<file path="config.mk">
export PLATFORM = sky130hd
export DESIGN_NAME = cel_unpack
export DESIGN_NICKNAME = d
export VERILOG_FILES = /design/src/rtl/cel_unpack.sv
export SDC_FILE = /design/constraint.sdc
export NUM_CORES = 1
export LEC_CHECK = 0
export BUFFER_PORTS_ARGS = -buffer_cell sky130_fd_sc_hd__buf_2
export CAP_MARGIN = 30
export CORE_ASPECT_RATIO = 1.4
export CORE_MARGIN = 2
export CORE_UTILIZATION = 40
export CTS_CLUSTER_DIAMETER = 30
export DETAILED_ROUTE_END_ITERATION = 8
export PLACE_DENSITY = 0.55
export SLEW_MARGIN = 10
export SYNTH_ARGS = -nofsm -noshare
export SYNTH_HDL_FRONTEND = slang
export SYNTH_SLANG_ARGS = --single-unit
export TNS_END_PERCENT = 30
</file>
<file path="constraint.sdc">
create_clock -name aclk -period 6.75 [get_ports aclk]
set_input_delay 1.6875 -clock aclk [delete_from_list [all_inputs] [get_ports aclk]]
set_output_delay 1.6875 -clock aclk [all_outputs]
set_load 0.05 [all_outputs]
</file>
<file path="src/rtl/cel_unpack.sv">
// cel_unpack: turns one cel source row (32-bit words, MSB-first) into raw pixels for pdec.
// Handles unpacked rows and packed rows made of literal, transparent and repeat runs.
// "packed" is a reserved word in SystemVerilog, so the row-format input is named packed_mode.
module cel_unpack #(
    parameter int unsigned BUF_W = 64
) (
    input  logic        aclk,
    input  logic        areset,
    input  logic        row_start,
    input  logic [2:0]  bpp_code,
    input  logic        packed_mode,
    input  logic [10:0] row_width,
    input  logic [31:0] word_in,
    input  logic        word_valid,
    output logic        word_ready,
    output logic [15:0] pix_out,
    output logic        pix_transp,
    output logic        pix_valid,
    input  logic        pix_ready,
    output logic        row_done,
    output logic        busy
);

    localparam int unsigned FW = $clog2(BUF_W + 1);
    localparam logic [FW-1:0] FillMax = FW'(BUF_W - 32);

    typedef enum logic [3:0] {
        StIdle, StHdr, StPkt, StLit, StTrn, StRepLd, StRep, StUnpk, StFlush, StDone
    } state_e;

    state_e           state_q, state_d;
    logic [BUF_W-1:0] buf_q, buf_d;
    logic [FW-1:0]    fill_q, fill_d;
    logic [4:0]       bpp_q, bpp_d;
    logic             packed_q, packed_d;
    logic [10:0]      pix_q, pix_d;     // pixels still to emit in an unpacked row
    logic [10:0]      wcnt_q, wcnt_d;
    logic [10:0]      wlen_q, wlen_d;
    logic [6:0]       run_q, run_d;
    logic [15:0]      rep_q, rep_d;
    logic [15:0]      pix_out_q, pix_out_d;
    logic             pix_transp_q, pix_transp_d;
    logic             pix_valid_q, pix_valid_d;
    logic             row_done_q, row_done_d;
    logic             busy_q, busy_d;

    logic [4:0]       bpp_dec;
    logic [FW-1:0]    bpp_w;
    logic             have_pix, have_hdr, words_left, out_free;
    logic [15:0]      top16, pop_pix;
    logic [7:0]       pop_hdr;
    logic [31:0]      rem_bits;
    logic [4:0]       pop_n;
    logic             accept, push, clear;
    logic [FW-1:0]    fill_pop;
    logic [BUF_W-1:0] buf_pop;

    // Bits-per-pixel decode; zero marks a reserved code.
    always_comb begin
        case (bpp_code)
            3'd1:    bpp_dec = 5'd1;
            3'd2:    bpp_dec = 5'd2;
            3'd3:    bpp_dec = 5'd4;
            3'd4:    bpp_dec = 5'd6;
            3'd5:    bpp_dec = 5'd8;
            3'd6:    bpp_dec = 5'd16;
            default: bpp_dec = 5'd0;
        endcase
    end

    assign bpp_w      = FW'(bpp_q);
    assign have_pix   = fill_q >= bpp_w;
    assign have_hdr   = fill_q >= FW'(8);
    assign words_left = wcnt_q < wlen_q;
    assign out_free   = !pix_valid_q || pix_ready;
    assign top16      = buf_q[BUF_W-1 -: 16];
    assign pop_pix    = top16 >> (5'd16 - bpp_q);
    assign pop_hdr    = buf_q[BUF_W-1 -: 8];
    assign rem_bits   = 32'(pix_q) * 32'(bpp_q);

    // Source ready: only from registered state, never from pix_ready.
    always_comb begin
        word_ready = 1'b0;
        case (state_q)
            StHdr:                              word_ready = 1'b1;
            StPkt, StLit, StTrn, StRepLd, StRep: word_ready = words_left && (fill_q <= FillMax);
            // Unpacked rows stop fetching once the buffer covers the remaining pixels.
            StUnpk:  word_ready = (fill_q <= FillMax) && (32'(fill_q) < rem_bits);
            StFlush: word_ready = packed_q && words_left;
            default: word_ready = 1'b0;
        endcase
    end

    // Row sequencing, bit-buffer pop/push and output register next state.
    always_comb begin
        state_d      = state_q;
        bpp_d        = bpp_q;
        packed_d     = packed_q;
        pix_d        = pix_q;
        wcnt_d       = wcnt_q;
        wlen_d       = wlen_q;
        run_d        = run_q;
        rep_d        = rep_q;
        pix_out_d    = pix_out_q;
        pix_transp_d = pix_transp_q;
        pix_valid_d  = pix_valid_q;
        row_done_d   = 1'b0;
        busy_d       = busy_q;
        pop_n        = 5'd0;
        clear        = 1'b0;

        accept = word_valid && word_ready;
        // The header word is parsed directly and flushed words are dropped.
        push   = accept && (state_q != StHdr) && (state_q != StFlush);

        if (pix_valid_q && pix_ready) pix_valid_d = 1'b0;
        if (accept) wcnt_d = wcnt_q + 11'd1;

        case (state_q)
            StIdle: begin
                if (row_start) begin
                    bpp_d    = bpp_dec;
                    packed_d = packed_mode;
                    pix_d    = row_width;
                    wcnt_d   = 11'd0;
                    wlen_d   = 11'd0;
                    busy_d   = 1'b1;
                    if (bpp_dec == 5'd0)  state_d = StDone;
                    else if (packed_mode) state_d = StHdr;
                    else                  state_d = StUnpk;
                end
            end
            StHdr: begin
                if (accept) begin
                    wlen_d  = 11'(word_in[9:0]) + 11'd2;
                    state_d = StPkt;
                end
            end
            StPkt: begin
                if (have_hdr) begin
                    pop_n = 5'd8;
                    run_d = {1'b0, pop_hdr[5:0]} + 7'd1;
                    case (pop_hdr[7:6])
                        2'b00:   state_d = StFlush;
                        2'b01:   state_d = StLit;
                        2'b10:   state_d = StTrn;
                        default: state_d = StRepLd;
                    endcase
                end else if (!words_left) begin
                    state_d = StFlush;
                end
            end
            StLit: begin
                if (have_pix) begin
                    if (out_free) begin
                        pop_n        = bpp_q;
                        pix_out_d    = pop_pix;
                        pix_transp_d = 1'b0;
                        pix_valid_d  = 1'b1;
                        run_d        = run_q - 7'd1;
                        if (run_q == 7'd1) state_d = StPkt;
                    end
                end else if (!words_left) begin
                    state_d = StFlush;
                end
            end
            StTrn: begin
                if (out_free) begin
                    pix_out_d    = 16'd0;
                    pix_transp_d = 1'b1;
                    pix_valid_d  = 1'b1;
                    run_d        = run_q - 7'd1;
                    if (run_q == 7'd1) state_d = StPkt;
                end
            end
            StRepLd: begin
                if (have_pix) begin
                    pop_n   = bpp_q;
                    rep_d   = pop_pix;
                    state_d = StRep;
                end else if (!words_left) begin
                    state_d = StFlush;
                end
            end
            StRep: begin
                if (out_free) begin
                    pix_out_d    = rep_q;
                    pix_transp_d = 1'b0;
                    pix_valid_d  = 1'b1;
                    run_d        = run_q - 7'd1;
                    if (run_q == 7'd1) state_d = StPkt;
                end
            end
            StUnpk: begin
                if (pix_q == 11'd0) begin
                    clear   = 1'b1;
                    state_d = StDone;
                end else if (have_pix && out_free) begin
                    pop_n        = bpp_q;
                    pix_out_d    = pop_pix;
                    pix_transp_d = 1'b0;
                    pix_valid_d  = 1'b1;
                    pix_d        = pix_q - 11'd1;
                end
            end
            StFlush: begin
                if (!packed_q || !words_left) begin
                    clear   = 1'b1;
                    state_d = StDone;
                end
            end
            StDone: begin
                // Pulse row_done only after the last pixel has left the output register.
                if (row_done_q) begin
                    state_d = StIdle;
                end else if (!pix_valid_q) begin
                    row_done_d = 1'b1;
                    busy_d     = 1'b0;
                end
            end
            default: state_d = StIdle;
        endcase

        fill_pop = fill_q - FW'(pop_n);
        buf_pop  = buf_q << pop_n;
        buf_d    = buf_pop;
        fill_d   = fill_pop;
        if (push) begin
            buf_d  = buf_pop | ({word_in, {(BUF_W-32){1'b0}}} >> fill_pop);
            fill_d = fill_pop + FW'(32);
        end
        if (clear) begin
            buf_d  = '0;
            fill_d = '0;
        end
    end

    // State and datapath registers with synchronous reset.
    always_ff @(posedge aclk) begin
        if (areset) begin
            state_q      <= StIdle;
            buf_q        <= '0;
            fill_q       <= '0;
            bpp_q        <= 5'd0;
            packed_q     <= 1'b0;
            pix_q        <= 11'd0;
            wcnt_q       <= 11'd0;
            wlen_q       <= 11'd0;
            run_q        <= 7'd0;
            rep_q        <= 16'd0;
            pix_out_q    <= 16'd0;
            pix_transp_q <= 1'b0;
            pix_valid_q  <= 1'b0;
            row_done_q   <= 1'b0;
            busy_q       <= 1'b0;
        end else begin
            state_q      <= state_d;
            buf_q        <= buf_d;
            fill_q       <= fill_d;
            bpp_q        <= bpp_d;
            packed_q     <= packed_d;
            pix_q        <= pix_d;
            wcnt_q       <= wcnt_d;
            wlen_q       <= wlen_d;
            run_q        <= run_d;
            rep_q        <= rep_d;
            pix_out_q    <= pix_out_d;
            pix_transp_q <= pix_transp_d;
            pix_valid_q  <= pix_valid_d;
            row_done_q   <= row_done_d;
            busy_q       <= busy_d;
        end
    end

    assign pix_out    = pix_out_q;
    assign pix_transp = pix_transp_q;
    assign pix_valid  = pix_valid_q;
    assign row_done   = row_done_q;
    assign busy       = busy_q;

endmodule

</file>
==> results.ini <==
[logic_synthesis]
ys_warn_count = 0
synthXorXnorAreaFrac = 0.0129
synthTopCellsByCount = 275 x nor2_1, 256 x nand2_1, 207 x a21oi_1, 157 x dfxtp_1, 140 x clkbuf_1
synthFlopType = dfxtp_1
yosysMostFrequentCell = nor2_1
ys_seq_area_frac = 0.186
synth_top_family_by_area = compound AO/OA/AOI/OAI gates
synthTopCellsByArea = dfxtp_1 19%, mux2i_1 7.1%, a21oi_1 6.1%
synth_mux_area_frac = 0.112
synth_enable_flop_cells = 0
postSynth.asyncResetShare = 0
synthAdderAreaFrac = 0.0753
synth.net_count = 2506
yosysTopAreaCell = dfxtp_1
synth_compound_area_frac = 0.290
syn_area_sq_um = 16900
netlist_instances = 2369
yosysTopAreaCellShare = 0.186
synth-seq-cells = 157
synth_simple_gate_area_share = 0.253
syn_avg_cell_area_sq_um = 7.14
ys_types = 92

[power]
p_leak_nw = 6.97
comb_power_share = 0.620
ir_worst_vdd_v = 0.000216
p_switching_w = 0.00329
p_clk_frac = 0.166
switching_share = 0.541
power.density_nw_per_um2 = 324
intPower_w = 0.00279
p_seq_frac = 0.213

[global_route]
grt_use_total = 0.317
grt_pass1_wl_microns = 107000
grt_pass1_vias = 17929
grt-ovfl-total = 0
antenna_found_initial = 0
grt_max_degree = 77

[worst_setup_path]
critPathCaptureType = primary output
startpoint_type = flip-flop
reg2reg_depth = 20
crit_type = reg2out
required_ns = 5.06
worstPathArrival_ns = 4.93
critPathMaxFanout = 8

[routing]
ant_nets = 0
drt_drc_violations_left = 0
wl_per_cell_microns = 24.3
wirelength_microns = 70700
routed-via-count = 18876
dr.first_iter.drc_count = 2464
dr.pass1.iters = 6
vias_per_cell = 6.49

[cts]
cts_made_buffers = 17
clockRootBuffer = clkbuf_16
clock_latency_ns = 0.48
h-tree-depth = 4
clk_pin_slew_ns = 0.07
clock_path_buffers = 2
clock-sinks = 157
cts_tree = yes
hold_buffers = 0

[timing]
finalSetupViolCount = 0
fmax_ghz = 0.151
period_share = 0.981
tightest_slew_ns = 1.03
skew_ns = 0.0260
min_period_ns = 6.62
hold_violations = 0
fin_ws_ns = 0.128
drv_slew = 0
relSlewSlack = 0.309

[layout]
n_antenna_cell = 0
drive_above_1_share = 0.139
fin_nets = 2487
areaGrowthSynthToFinish_pct = 10.9
nFillCells = 4326
final_util = 0.447

[placement]
portBuffers = 72
dp_hpwl_microns = 51700
post-place-ws_ns = 0.244
gp_congestion = 1.02

[die]
dieWidth_microns = 178
start_util = 0.403
coreArea_sq_um = 42000
fp.dieH_microns = 247
die_area_sq_um = 44000
rows = 89
pin_count = 73

[run_status]
status = finished, final reports clean

[hold_path]
whs_path_depth = 2
hold_class = reg2reg

[run]
cap_violations = 0

[worst paths after layout]
kind / slack [ns] / to / from
worst max-delay path: 0.13 / word_ready / bpp_q[4]$_SDFFE_PP0P_
worst min-delay path: 0.45 / wlen_q[10]$_SDFFE_PP0P_ / wlen_q[10]$_SDFFE_PP0P_
worst max register to register: 0.80 / buf_q[63]$_SDFF_PP0_ / bpp_q[4]$_SDFFE_PP0P_
worst min register to register: 0.45 / wlen_q[10]$_SDFFE_PP0P_ / wlen_q[10]$_SDFFE_PP0P_
[placed cells by master, fill, tap and decap left out, types with 12 or more instances in the layout]
master     count
or3_1         22
ha_1          50
o32ai_1       13
nand2_1      255
clkbuf_16     17
or2_2         15
a22oi_1       27
nor3_1        73
a31oi_1       50
nand3_1       71
nor2_1       270
o22ai_1       47
o21a_1        16
fa_1          27
buf_4         91
nand2b_1      20
a21oi_1      203
xnor2_1       12
nor2b_1       36
nor4_1        12
inv_1         78
buf_2         71
and2_1        38
mux2i_1      120
a32oi_1       22
o211ai_1      24
o21ai_0      103
dfxtp_1      147
o32a_1        12
mux4_2        21
o31ai_1       16
a211oi_1      61
nand4_1       20
mux2_2        19
[registers in the layout, indices dropped and copies added (netlist names)]
| register | count |
|---|---|
| packed_q | 1 |
| wlen_q | 11 |
| run_q | 7 |
| pix_valid | 1 |
| fill_q | 7 |
| pix_transp | 1 |
| pix_out | 16 |
| rep_q | 16 |
| row_done | 1 |
| wcnt_q | 11 |
| bpp_q | 5 |
| buf_q | 64 |
| pix_q | 11 |
| busy | 1 |
| state_q | 4 |
[kinds of logic (layout without fill, tap and decap cells)]
| kind of cell | count (synthesis) | in the layout |
|---|---|---|
| compound gates | 739 | 739 |
| xor+xnor | 25 | 25 |
| fa+ha+maj | 85 | 85 |
| buf+inv | 296 | 290 |
| flops | 157 | 157 |
| mux | 161 | 161 |
| simple gates | 906 | 906 |
[power groups by stage]
| stage | clock, W | sequential, W | combinational, W |
|---|---|---|---|
| global route | 0.00105 | 0.00132 | 0.00401 |
| CTS | 0.00101 | 0.00129 | 0.00362 |
| floorplan | 0 | 0.00130 | 0.00232 |
| finish | 0.00101 | 0.00130 | 0.00377 |
| global placement | 0 | 0.00130 | 0.00356 |
| detailed placement | 0 | 0.00131 | 0.00358 |
[per-stage QoR]
| stage | power [W] | instances | area (sq um) | setup TNS (ns) | hold WS [ns] |
|---|---|---|---|---|---|
| 2_1_floorplan | 0.00362 | 2369 | 16900 | 0 | 0.432 |
| 3_3_place_gp | 0.00486 | 2865 | 17900 | 0 | 0.441 |
| 3_5_place_dp | 0.00489 | 2868 | 17900 | 0 | 0.448 |
| 4_1_cts | 0.00592 | 2902 | 18600 | 0 | 0.455 |
| 5_1_grt | 0.00638 | 2909 | 18800 | -0.00970 | 0.482 |
| 6_report | 0.00608 | 2909 | 18800 | 0 | 0.455 |
[layer usage]
metal	global-route usage	vias to the layer above	routed length (microns)
li1	-	8676	-
met5	0	-	0
met2	0.513	971	32700
met4	0.207	0	4960
met3	0.0395	252	4980
met1	0.396	8977	28100
[timing repair]
action / 4_1_cts / 5_1_grt
cloned: 0 / 0
hold endpoints to repair: 0 / 0
endpoints found under the setup margin: 1 / 1
resized for setup: 20 / 35
setup buffers: 2 / 6
pin swaps: 6 / 25
[layout make-up]
| class | instances | area [sq um] | area share |
|---|---|---|---|
| Inverter | 88 | 339 | 0.0181 |
| Timing Repair Buffer | 170 | 1170 | 0.0626 |
| Clock buffer | 19 | 433 | 0.0231 |
| Clock inverter | 13 | 149 | 0.00794 |
| Sequential cell | 157 | 3170 | 0.169 |
| Multi-Input combinational cell | 1916 | 12800 | 0.683 |
| Tap cell | 546 | 683 | 0.0364 |
[critical path: stages (launching register included)]
cell and delay (ns):
dfxtp_4 0.37, buf_4 0.16, and2_1 0.17, fa_1 0.49, fa_1 0.50, inv_1 0.05, fa_1 0.52, inv_2 0.05
ha_4 0.22, buf_4 0.13, a21o_1 0.23, or4_1 0.42, o22ai_1 0.22, xor2_1 0.18, o2111ai_1 0.23, nor3_2 0.16
buf_4 0.15, o21bai_4 0.06, buf_8 0.15
(Power assumes the default switching activity.)
